<file path="config.mk">
export PLATFORM = sky130hd
export DESIGN_NAME = e_stage
export DESIGN_NICKNAME = d
export VERILOG_FILES = /design/src/rtl/e_stage.sv
export SDC_FILE = /design/constraint.sdc
export NUM_CORES = 1
export LEC_CHECK = 0
export CAP_MARGIN = 20
export CORE_ASPECT_RATIO = 0.75
export CORE_MARGIN = 2
export CORE_UTILIZATION = 40
export DETAILED_ROUTE_END_ITERATION = 6
export GPL_TIMING_DRIVEN = 0
export PLACE_DENSITY = 0.7
export SLEW_MARGIN = 20
export SYNTH_ARGS = -nofsm -noshare
export SYNTH_HDL_FRONTEND = slang
export SYNTH_SLANG_ARGS = --single-unit
</file>
<file path="constraint.sdc">
create_clock -name clk -period 9.3 [get_ports clk]
set_input_delay 1.395 -clock clk [delete_from_list [all_inputs] [get_ports clk]]
set_output_delay 1.395 -clock clk [all_outputs]
set_load 0.01 [all_outputs]
</file>
<file path="src/rtl/e_stage.sv">
// Y86-64 execute stage: ALU operand selection, ALU, condition codes,
// branch/cmov condition evaluation and the E->M pipeline register.
module e_stage (
    input  logic        clk,
    input  logic        rst,
    input  logic [2:0]  e_stat,
    input  logic [3:0]  e_icode,
    input  logic [3:0]  e_ifun,
    input  logic [63:0] e_valC,
    input  logic [63:0] e_valA,
    input  logic [63:0] e_valB,
    input  logic [3:0]  e_dstE,
    input  logic [3:0]  e_dstM,
    input  logic [2:0]  mem_stat,
    input  logic [2:0]  wb_stat,
    input  logic        M_bubble,
    output logic [63:0] ex_valE,
    output logic [3:0]  ex_dstE,
    output logic        ex_Cnd,
    output logic [2:0]  M_stat,
    output logic [3:0]  M_icode,
    output logic        M_Cnd,
    output logic [63:0] M_valE,
    output logic [63:0] M_valA,
    output logic [3:0]  M_dstE,
    output logic [3:0]  M_dstM,
    output logic        ZF,
    output logic        SF,
    output logic        OF
);
    localparam logic [2:0] S_AOK = 3'd1, S_HLT = 3'd2, S_ADR = 3'd3, S_INS = 3'd4;
    localparam logic [3:0] R_NONE = 4'hF;

    logic [63:0] alu_a, alu_b;
    logic [3:0]  alu_fun;
    logic        of_next, set_cc, cond;

    always_comb begin
        unique case (e_icode)
            4'h2, 4'h6:       alu_a = e_valA;
            4'h3, 4'h4, 4'h5: alu_a = e_valC;
            4'h8, 4'hA:       alu_a = -64'sd8;
            4'h9, 4'hB:       alu_a = 64'd8;
            default:          alu_a = '0;
        endcase
    end

    always_comb begin
        unique case (e_icode)
            4'h4, 4'h5, 4'h6, 4'h8, 4'h9, 4'hA, 4'hB: alu_b = e_valB;
            default:                                  alu_b = '0;
        endcase
    end

    assign alu_fun = (e_icode == 4'h6) ? e_ifun : 4'h0;

    always_comb begin
        ex_valE = '0;
        of_next = 1'b0;
        unique case (alu_fun)
            4'h0: begin
                ex_valE = alu_b + alu_a;
                of_next = (alu_a[63] == alu_b[63]) && (ex_valE[63] != alu_a[63]);
            end
            4'h1: begin
                ex_valE = alu_b - alu_a;
                of_next = (alu_a[63] != alu_b[63]) && (ex_valE[63] != alu_b[63]);
            end
            4'h2:    ex_valE = alu_b & alu_a;
            4'h3:    ex_valE = alu_b ^ alu_a;
            default: ex_valE = '0;
        endcase
    end

    // A faulting instruction further down the pipe must not see CC side effects.
    assign set_cc = (e_icode == 4'h6)
                 && !(mem_stat inside {S_HLT, S_ADR, S_INS})
                 && !(wb_stat  inside {S_HLT, S_ADR, S_INS});

    always_comb begin
        unique case (e_ifun)
            4'h0:    cond = 1'b1;
            4'h1:    cond = (SF ^ OF) | ZF;
            4'h2:    cond = SF ^ OF;
            4'h3:    cond = ZF;
            4'h4:    cond = ~ZF;
            4'h5:    cond = ~(SF ^ OF);
            4'h6:    cond = ~(SF ^ OF) & ~ZF;
            default: cond = 1'b0;
        endcase
    end

    assign ex_Cnd  = (e_icode == 4'h2 || e_icode == 4'h7) ? cond : 1'b0;
    assign ex_dstE = (e_icode == 4'h2 && !ex_Cnd) ? R_NONE : e_dstE;

    always_ff @(posedge clk) begin
        if (rst || M_bubble) begin
            M_stat  <= S_AOK;
            M_icode <= 4'h1;
            M_Cnd   <= 1'b0;
            M_valE  <= '0;
            M_valA  <= '0;
            M_dstE  <= R_NONE;
            M_dstM  <= R_NONE;
        end else begin
            M_stat  <= e_stat;
            M_icode <= e_icode;
            M_Cnd   <= ex_Cnd;
            M_valE  <= ex_valE;
            M_valA  <= e_valA;
            M_dstE  <= ex_dstE;
            M_dstM  <= e_dstM;
        end
    end

    // CC update is independent of bubbling; only reset overrides it.
    always_ff @(posedge clk) begin
        if (rst) begin
            ZF <= 1'b1;
            SF <= 1'b0;
            OF <= 1'b0;
        end else if (set_cc) begin
            ZF <= (ex_valE == 64'd0);
            SF <= ex_valE[63];
            OF <= of_next;
        end
    end
endmodule

</file>
# Word level (Yosys, flattened, before mapping)

Cells that the tools add are included.

Add/sub/neg operators: 2
Multiply operators: 0
Div/mod/pow operators: 0
$lt $le $gt $ge: 0
Equality and inequality tests: 29
Shifts and indexed selects: 0
Multiplexer cells: 8
Bitwise logic cells: 7
Reductions and logical operators: 20

Operators with widths:

| operator           | count |
|---|---|
| $pmux 64 s4        | 2 |
| $add 64x64->64     | 1 |
| $and 64x64->64     | 1 |
| $logic_not 64->1   | 1 |
| $mux 64            | 1 |
| $sub 64x64->64     | 1 |
| $xor 64x64->64     | 1 |
| $eq 4x3->1 const B | 7 |
| $eq 4x2->1 const B | 6 |
| $eq 4x4->1 const B | 4 |
| $eq 3x2->1 const B | 4 |
| $eq 4x1->1 const B | 2 |
| $logic_not 4->1    | 2 |
| $mux 4             | 2 |
| $pmux 1 s7         | 1 |
| $reduce_or 7->1    | 1 |
| $eq 3x3->1 const B | 2 |
| $reduce_bool 3->1  | 2 |
| $reduce_or 2->1    | 3 |
| $logic_and 1x1->1  | 5 |
| $logic_not 1->1    | 3 |
| $ne 1x1->1         | 3 |
| $reduce_or 3->1    | 1 |
| $logic_or 1x1->1   | 2 |
| other kinds (7)    | 8 |

Register bits: 147
Latch bits: 0
RAM bits: 0
ROM bits: 0
Word-level logic and storage cells: 76
Memories: 0

# Longest topological paths before layout

Gate-level depths: netlist (run 1).

Depth after elaboration: 8
Depth in mapped cells: 24
Depth with buffers taken out: 20

# Worst setup path before layout (run 1)

No wires, ideal clock.

Kind: in2out
Start point: input e_icode[3]
End point: output ex_valE[63]
Arrival time: 6070 ps
Data required time: 7905 ps
Path slack: 1835 ps
Cell stages on the path: 21
Path through: buf_2 nor2b_1 nor2b_1 clkbuf_1 clkbuf_1 buf_1 a221oi_1 ha_1 clkbuf_1 nor2_1 nor4b_1 o41ai_1 nand3_1 or4_1 o22a_1 a311oi_1 o22ai_1 o311ai_1 nor2_1 a2bb2oi_1 or3_1

Longest elaborated chain between the ends: 5

Ends and longest elaborated chain:

| item                                          | line   | RTL |
|---|---|---|
| start: declaration                            | 7      | `input logic [3:0] e_icode,` |
| $eq 4x3->1, or another cell as far along      | 39, 49 |  |
| $reduce_or 3->1, or another cell as far along | 39     | `unique case (e_icode)` |
| $pmux 64 s4 or $mux 64 (tied branches)        | 39, 49 |  |
| $sub 64x64->64, or another cell as far along  | 66     | `ex_valE = alu_b - alu_a;` |
| $pmux 64 s4 *                                 | 60     | `unique case (alu_fun)` |
| end: declaration                              | 17     | `output logic [63:0] ex_valE,` |

Mark *: on every way between the ends. The rest lies on a longest branch, timed or not.

# Final worst setup path (run 1)

Start point: input e_icode[0]
End point: output ex_valE[60]

The elaborated chain is that of the path after synthesis.

==> impl_metrics.ini, run 1 <==
[power_and_ir_drop]
p_int_w = 0.00165
p_sw_w = 0.00139
worst_ir_drop_vdd_v = 0.000148
total_power_w = 0.00304
leakage_nw = 9.56
powerDensity_nw_per_um2 = 134
power_frac_comb_pct = 53.6
clkPwrFrac_pct = 24.3
power_frac_seq_pct = 22.1
switching_share_pct = 45.8

[floorplanning]
die_y_um = 177
die-width_um = 235
start_util_pct = 40.5
num_io_pins = 436
coreArea_um2 = 39500
rows = 63
die_area_um2 = 41600

[clock_network]
cts_tree = built
clk_path_buf_depth = 2
clock-sinks = 147
hold_buffers = 0
h-tree-depth = 4
insertion_delay_ns = 0.50
path_clk_slew_ns = 0.09
clockRootBuffer = clkbuf_16
numCtsBuffers = 17

[synthesis]
netlist_instances = 2264
yosysSeqAreaShare_pct = 18.4
synth_edf_count = 0
synth-seq-cells = 147
synth_area_leaders = dfxtp_1, ha_1, and2_1, a21oi_1, a221oi_1
avgSynthCellArea_um2 = 7.07
ys_top_cells_by_count = nor2_1, a21oi_1, and2_1, nand2_1, inv_1
synthFlopType = dfxtp_1
ys_warn_count = 0
yosys.area.top_type = dfxtp_1
synth_area_um2 = 16000
syn-num-nets = 2619
yosysMostFrequentCell = nor2_1
synth_top_area_share_pct = 18.4
synth_cell_types = 90
synthArstFlopShare_pct = 0

[detailed_routing]
postRouteAntennaNets = 0
vias = 21780
routedWlPerCell_um = 30.4
post_drt_via_cell_ratio = 6.67
wl_um = 99200
drt_first_pass_iters = 7
drtIter0Drc = 3645
drc = 5

[timing]
holdWs_ns = 0.581
post-route-period-util_pct = 101
tightest_slew_ns = 1.21
setup_viol = 4
grt_setup_unrepaired = no
post-route-min-period_ns = 9.41
slew_viol_final = 0
fmax_mhz = 106
fin_skew_ns = 0.0129
relSlewSlack_pct = 18.2
hold_violations = 0
final.setup.worst_slack_ns = -0.108

[global_route]
grt_pass1_vias = 19556
grt_antenna_before_repair = 8
grt_use_total_pct = 45.1
grt_overflow = 0
grt_pass1_wl_um = 138000
grt_max_degree = 17

[setup_path]
cp_slowest_stage_delay_ns = 0.62
critPathRequiredTime_ns = 7.91
critPathCaptureType = output port
worst_setup_path_start_kind = input pin
critPathKind = in -> out
critPathArrivalTime_ns = 8.01
crit_path_cell_trace = clkdlybuf4s50_1 -> buf_2 -> nand3b_1 -> a21oi_2 -> clkbuf_4 -> a221oi_2 -> ha_1 -> clkbuf_1 -> clkbuf_1 -> nand3_1 -> nor4b_4 -> nor4_2 -> o22ai_1 -> o21ai_2 -> o41ai_4 -> nand2_1 -> o31ai_1 -> a21oi_1 -> xor2_1 -> o21ai_1 -> clkdlybuf4s50_1
critPathTopFamily = buffers and inverters
cpMaxStageDelayCell = clkdlybuf4s50_1
critical_path.max_fanout = 10
path_buf_inv = 6

[finish]
postLayoutCoreUtil_pct = 57.4
areaGrowthSynthToFinish_pct = 41.7
drive_gt1_share_pct = 9.10
fillers = 3618
nets = 3079

[worst_hold_path]
hold_path_class = reg -> reg

[placement]
portBuffers = 434
place_ws_ns = -1.77
gp_congestion = 1.09
dp_hpwl_um = 79900

[run_status]
status = finished with violations
violations = DRC, setup timing

[job]
maxCapViolations = 0
[layer usage]
metal  GRT usage, %  up-vias  share of wire [%]
met5              0        -              0.022
met4           16.6        4                3.8
met3           19.5      276                 16
met2           59.6     1844                 38
met1           63.5    10436                 42
li1               -     9220                  -
[flip-flops by register name, indices dropped and copies added, names as in the netlist, 3 cells and up]
| register | cells |
|---|---|
| M_dstE | 4 |
| M_dstM | 4 |
| M_icode | 4 |
| M_stat | 3 |
| M_valA | 64 |
| M_valE | 64 |
[power by group through the flow]
stage	Sequential, W	Clock, W	Combinational (W)
after global routing	0.000675	0.000753	0.00169
after floorplan	0.000703	0	0.000770
after detailed placement	0.000686	0	0.00145
after global placement	0.000685	0	0.00144
final	0.000672	0.000738	0.00163
after CTS	0.000672	0.000725	0.00150
[placed cells by master (no fill, tap or decap), types with 17 or more instances in the layout]
master,Yosys,final
clkdlybuf4s50_1,0,434
nor2_1,188,184
and2_1,182,182
nand2_1,180,180
a21oi_1,182,178
inv_1,159,159
dfxtp_1,147,147
ha_1,133,132
o21ai_0,107,96
clkbuf_1,117,71
nand3_1,53,52
nor3_1,51,48
a221oi_1,86,46
a21o_1,38,37
o31ai_1,39,35
clkbuf_2,0,34
nor2b_1,30,29
o21bai_1,31,29
nand4_1,28,28
o211ai_1,26,26
or3_1,25,24
a31oi_1,28,24
a221oi_2,1,23
and3_1,22,22
a211oi_1,26,22
xnor2_1,21,21
buf_2,15,20
nor4_1,30,20
a221oi_4,1,19
o21a_1,18,18
or2_2,17,17
clkbuf_16,0,17
[metrics by stage]
step / std cells / area [µm²] / TNS (ns)
6_report: 3265 / 22700 / -0.202
5_1_grt: 3264 / 22700 / 0
4_1_cts: 3254 / 22200 / -0.334
3_5_place_dp: 3223 / 21000 / -26.86
3_3_place_gp: 3218 / 21000 / -35.85
2_1_floorplan: 2264 / 16000 / 0
[cell families after synthesis]
group / Yosys count / synth area share (%)
xor+xnor: 29 / 1.59
buf+inv: 311 / 7.46
simple gates: 867 / 27.9
fa+ha+maj: 138 / 10.8
mux: 11 / 0.711
flops: 147 / 18.4
compound gates: 761 / 33.1
[final timing paths]
path	slack (ns)	start	cells after the start	endpoint
worst max-delay path	-0.11	e_icode[0]	21	ex_valE[60]
worst min register to register	0.58	SF$_SDFFE_PP0P_	2	SF$_SDFFE_PP0P_
worst max register to register	6.98	OF$_SDFFE_PP0P_	7	M_dstE[1]$_SDFF_PP1_
worst min-delay path	0.58	SF$_SDFFE_PP0P_	2	SF$_SDFFE_PP0P_
[worst register-to-register path: cells and delay by family, from the launching register on]
family / cells / cell delay [ns]
AO/OA/AOI/OAI: 3 / 0.43
AND/OR/NAND/NOR: 2 / 0.99
buffers and inverters: 1 / 0.06
XOR/XNOR: 1 / 0.37
flip-flops: 1 / 0.40
[layout make-up]
| type | instances | area [µm²] | share of cell area (%) |
|---|---|---|---|
| Multi-Input combinational cell | 1806 | 12800 | 56.4 |
| Timing Repair Buffer | 445 | 4430 | 19.5 |
| Sequential cell | 147 | 2940 | 13.0 |
| Buffer | 145 | 672 | 2.96 |
| Tap cell | 520 | 651 | 2.87 |
| Inverter | 162 | 608 | 2.68 |
| Clock buffer | 18 | 429 | 1.89 |
| Clock inverter | 14 | 141 | 0.624 |
| Antenna cell | 8 | 20.0 | 0.0883 |
[what timing repair did]
action | in CTS | in global routing
endpoints found under the setup margin | 31 | 23
resized for setup | 115 | 121
pin swaps | 0 | 6
buffers inserted | 0 | 6
No activity file was read; power rests on OpenSTA's default activity.
==> run 2, diff against run 1 <==
Settings changed: ABC_AREA from default to 0, CORE_ASPECT_RATIO 0.75 to default.
==> impl_metrics.ini, run 2 (synthesis results as in run 1) <==
[finish]
nets = 3079
areaGrowthSynthToFinish_pct = 38.7
fin_cells = 3264
finalInstanceArea_um2 = 22200
fillers = 3931
seq_area_um2 = 2940
mostFrequentLayoutCells = clkdlybuf4s50_1, nor2_1, and2_1, nand2_1, a21oi_1
drive_gt1_share_pct = 7.86
multiInputGateArea_um2 = 12400
layout_commonest_cell = clkdlybuf4s50_1
top_regs = M_valA x64, M_valE x64

[clock_network]
clk_path_buf_depth = 2
insertion_delay_ns = 0.49
clock-sinks = 147
clockRootBuffer = clkbuf_16
numCtsBuffers = 17
h-tree-depth = 4
cts_tree = built
path_clk_slew_ns = 0.07

[setup_path]
critPathRequiredTime_ns = 7.91
startpoint = e_ifun[0]
critPathArrivalTime_ns = 8.06
r2r_setup_slack_ns = 7.20
worst_setup_path_start_kind = input pin
r2r_start = OF$_SDFFE_PP0P_
critPathCaptureType = output port
critical_path.max_fanout = 10
critPathKind = in -> out

[detailed_routing]
drtIter0Drc = 2632
drt_first_pass_iters = 7
routedWlPerCell_um = 28.7
wl_um = 93700
post_drt_via_cell_ratio = 6.46
postRouteAntennaNets = 0
vias = 21070
drc = 0

[timing]
holdWs_ns = 0.512
post-route-period-util_pct = 102
fin_skew_ns = 0.00393
tightest_slew_ns = 1.14
final.setup.worst_slack_ns = -0.156
relSlewSlack_pct = 23.8
slew_viol_final = 0
fmax_mhz = 106
setup_tns_ns = -0.343
post-route-min-period_ns = 9.46
setup_viol = 3
hold_violations = 0
grt_setup_unrepaired = yes

[worst_hold_path]
hold_path_class = reg -> reg
holdCritStartpoint = ZF$_SDFFE_PP1P_

[global_route]
grt_antenna_before_repair = 2
grt_pass1_wl_um = 134000
grt_overflow = 0
grt_max_degree = 17
grt_use_total_pct = 44.0
grt_pass1_vias = 20401

[floorplanning]
die_y_um = 204
start_util_pct = 40.4
die_area_um2 = 41600
rows = 73
num_io_pins = 436
coreArea_um2 = 39600
die-width_um = 204

[power_and_ir_drop]
total_power_w = 0.00290
leakage_nw = 9.47
powerDensity_nw_per_um2 = 131
worst_ir_drop_vdd_v = 0.000158

[job]
maxCapViolations = 0

[placement]
dp_hpwl_um = 75000
gp_congestion = 1.07
portBuffers = 434
dpl.cell_count = 3229
placed_area_um2 = 21100

[run_status]
violations = setup timing
status = finished with violations
run 2: cell types whose count changed in the layout (fill, tap and decap cells not counted), moves of 3 or more:
cell,before,now
a221oi_1,46,63
a221oi_2,23,20
a221oi_4,19,5
buf_2,20,24
clkbuf_4,16,9
diode_2,8,3
nor4_1,20,23
nor4_2,6,3
o21ai_0,96,100
o21ai_1,15,9
o21ai_2,2,6
run 2: final cells by class:
cell class	instances	area share (%)
well taps	525	2.96
multi-input cells	1806	55.7
flip-flops and latches	147	13.3
diodes	3	0.0338
plain buffers	148	3.05
repair buffers	442	19.8
clock inverters	13	0.541
inverters	162	2.74
clock buffers	18	1.93
run 2: layer usage:
layer	vias up	track usage (%)	wire (µm)
met3	419	10.9	9790
met5	-	0	0
met4	0	32.2	7770
met1	9926	51.9	35200
met2	1499	69.6	41000
li1	9226	-	-
run 2: metrics by stage:
step	worst slack [ns]	utilization (%)
2_1_floorplan	1.83	-
3_3_place_gp	-2.03	53.0
3_5_place_dp	-1.92	53.1
4_1_cts	0.0451	55.4
5_1_grt	-0.0353	56.0
6_report	-0.156	56.0
run 2: timing repair:
item / 4_1_cts / 5_1_grt
resized for setup: 102 / 63
endpoints found under the setup margin: 31 / 18
pin swaps: 0 / 3
setup buffers: 0 / 2
hold buffers: 0 / 0
run 2: path summary, 6_finish.rpt:
check | to | cells past startpoint
setup / recovery | ex_valE[57] | 12
hold / removal | ZF$_SDFFE_PP1P_ | 2
setup reg to reg | M_dstE[1]$_SDFF_PP1_ | 6
hold reg to reg | ZF$_SDFFE_PP1P_ | 2
run 2: worst max-delay path, stage by stage:
cell and delay (ns):
clkdlybuf4s50_1 0.61, nor2b_1 0.81, and3_1 0.28, buf_2 0.34, buf_1 0.73, clkbuf_1 0.81
clkbuf_1 0.71, buf_1 0.76, a221oi_1 0.32, mux2_2 0.37, o22ai_4 0.30, clkdlybuf4s50_1 0.62
run 2: power breakdown:
part | leakage, nW | switching [W] | internal (W)
Clock | 0.260 | 0.000348 | 0.000349
Sequential | 1.21 | 0.00000908 | 0.000663
Combinational | 8.00 | 0.000942 | 0.000592
Total | 9.47 | 0.00130 | 0.00160
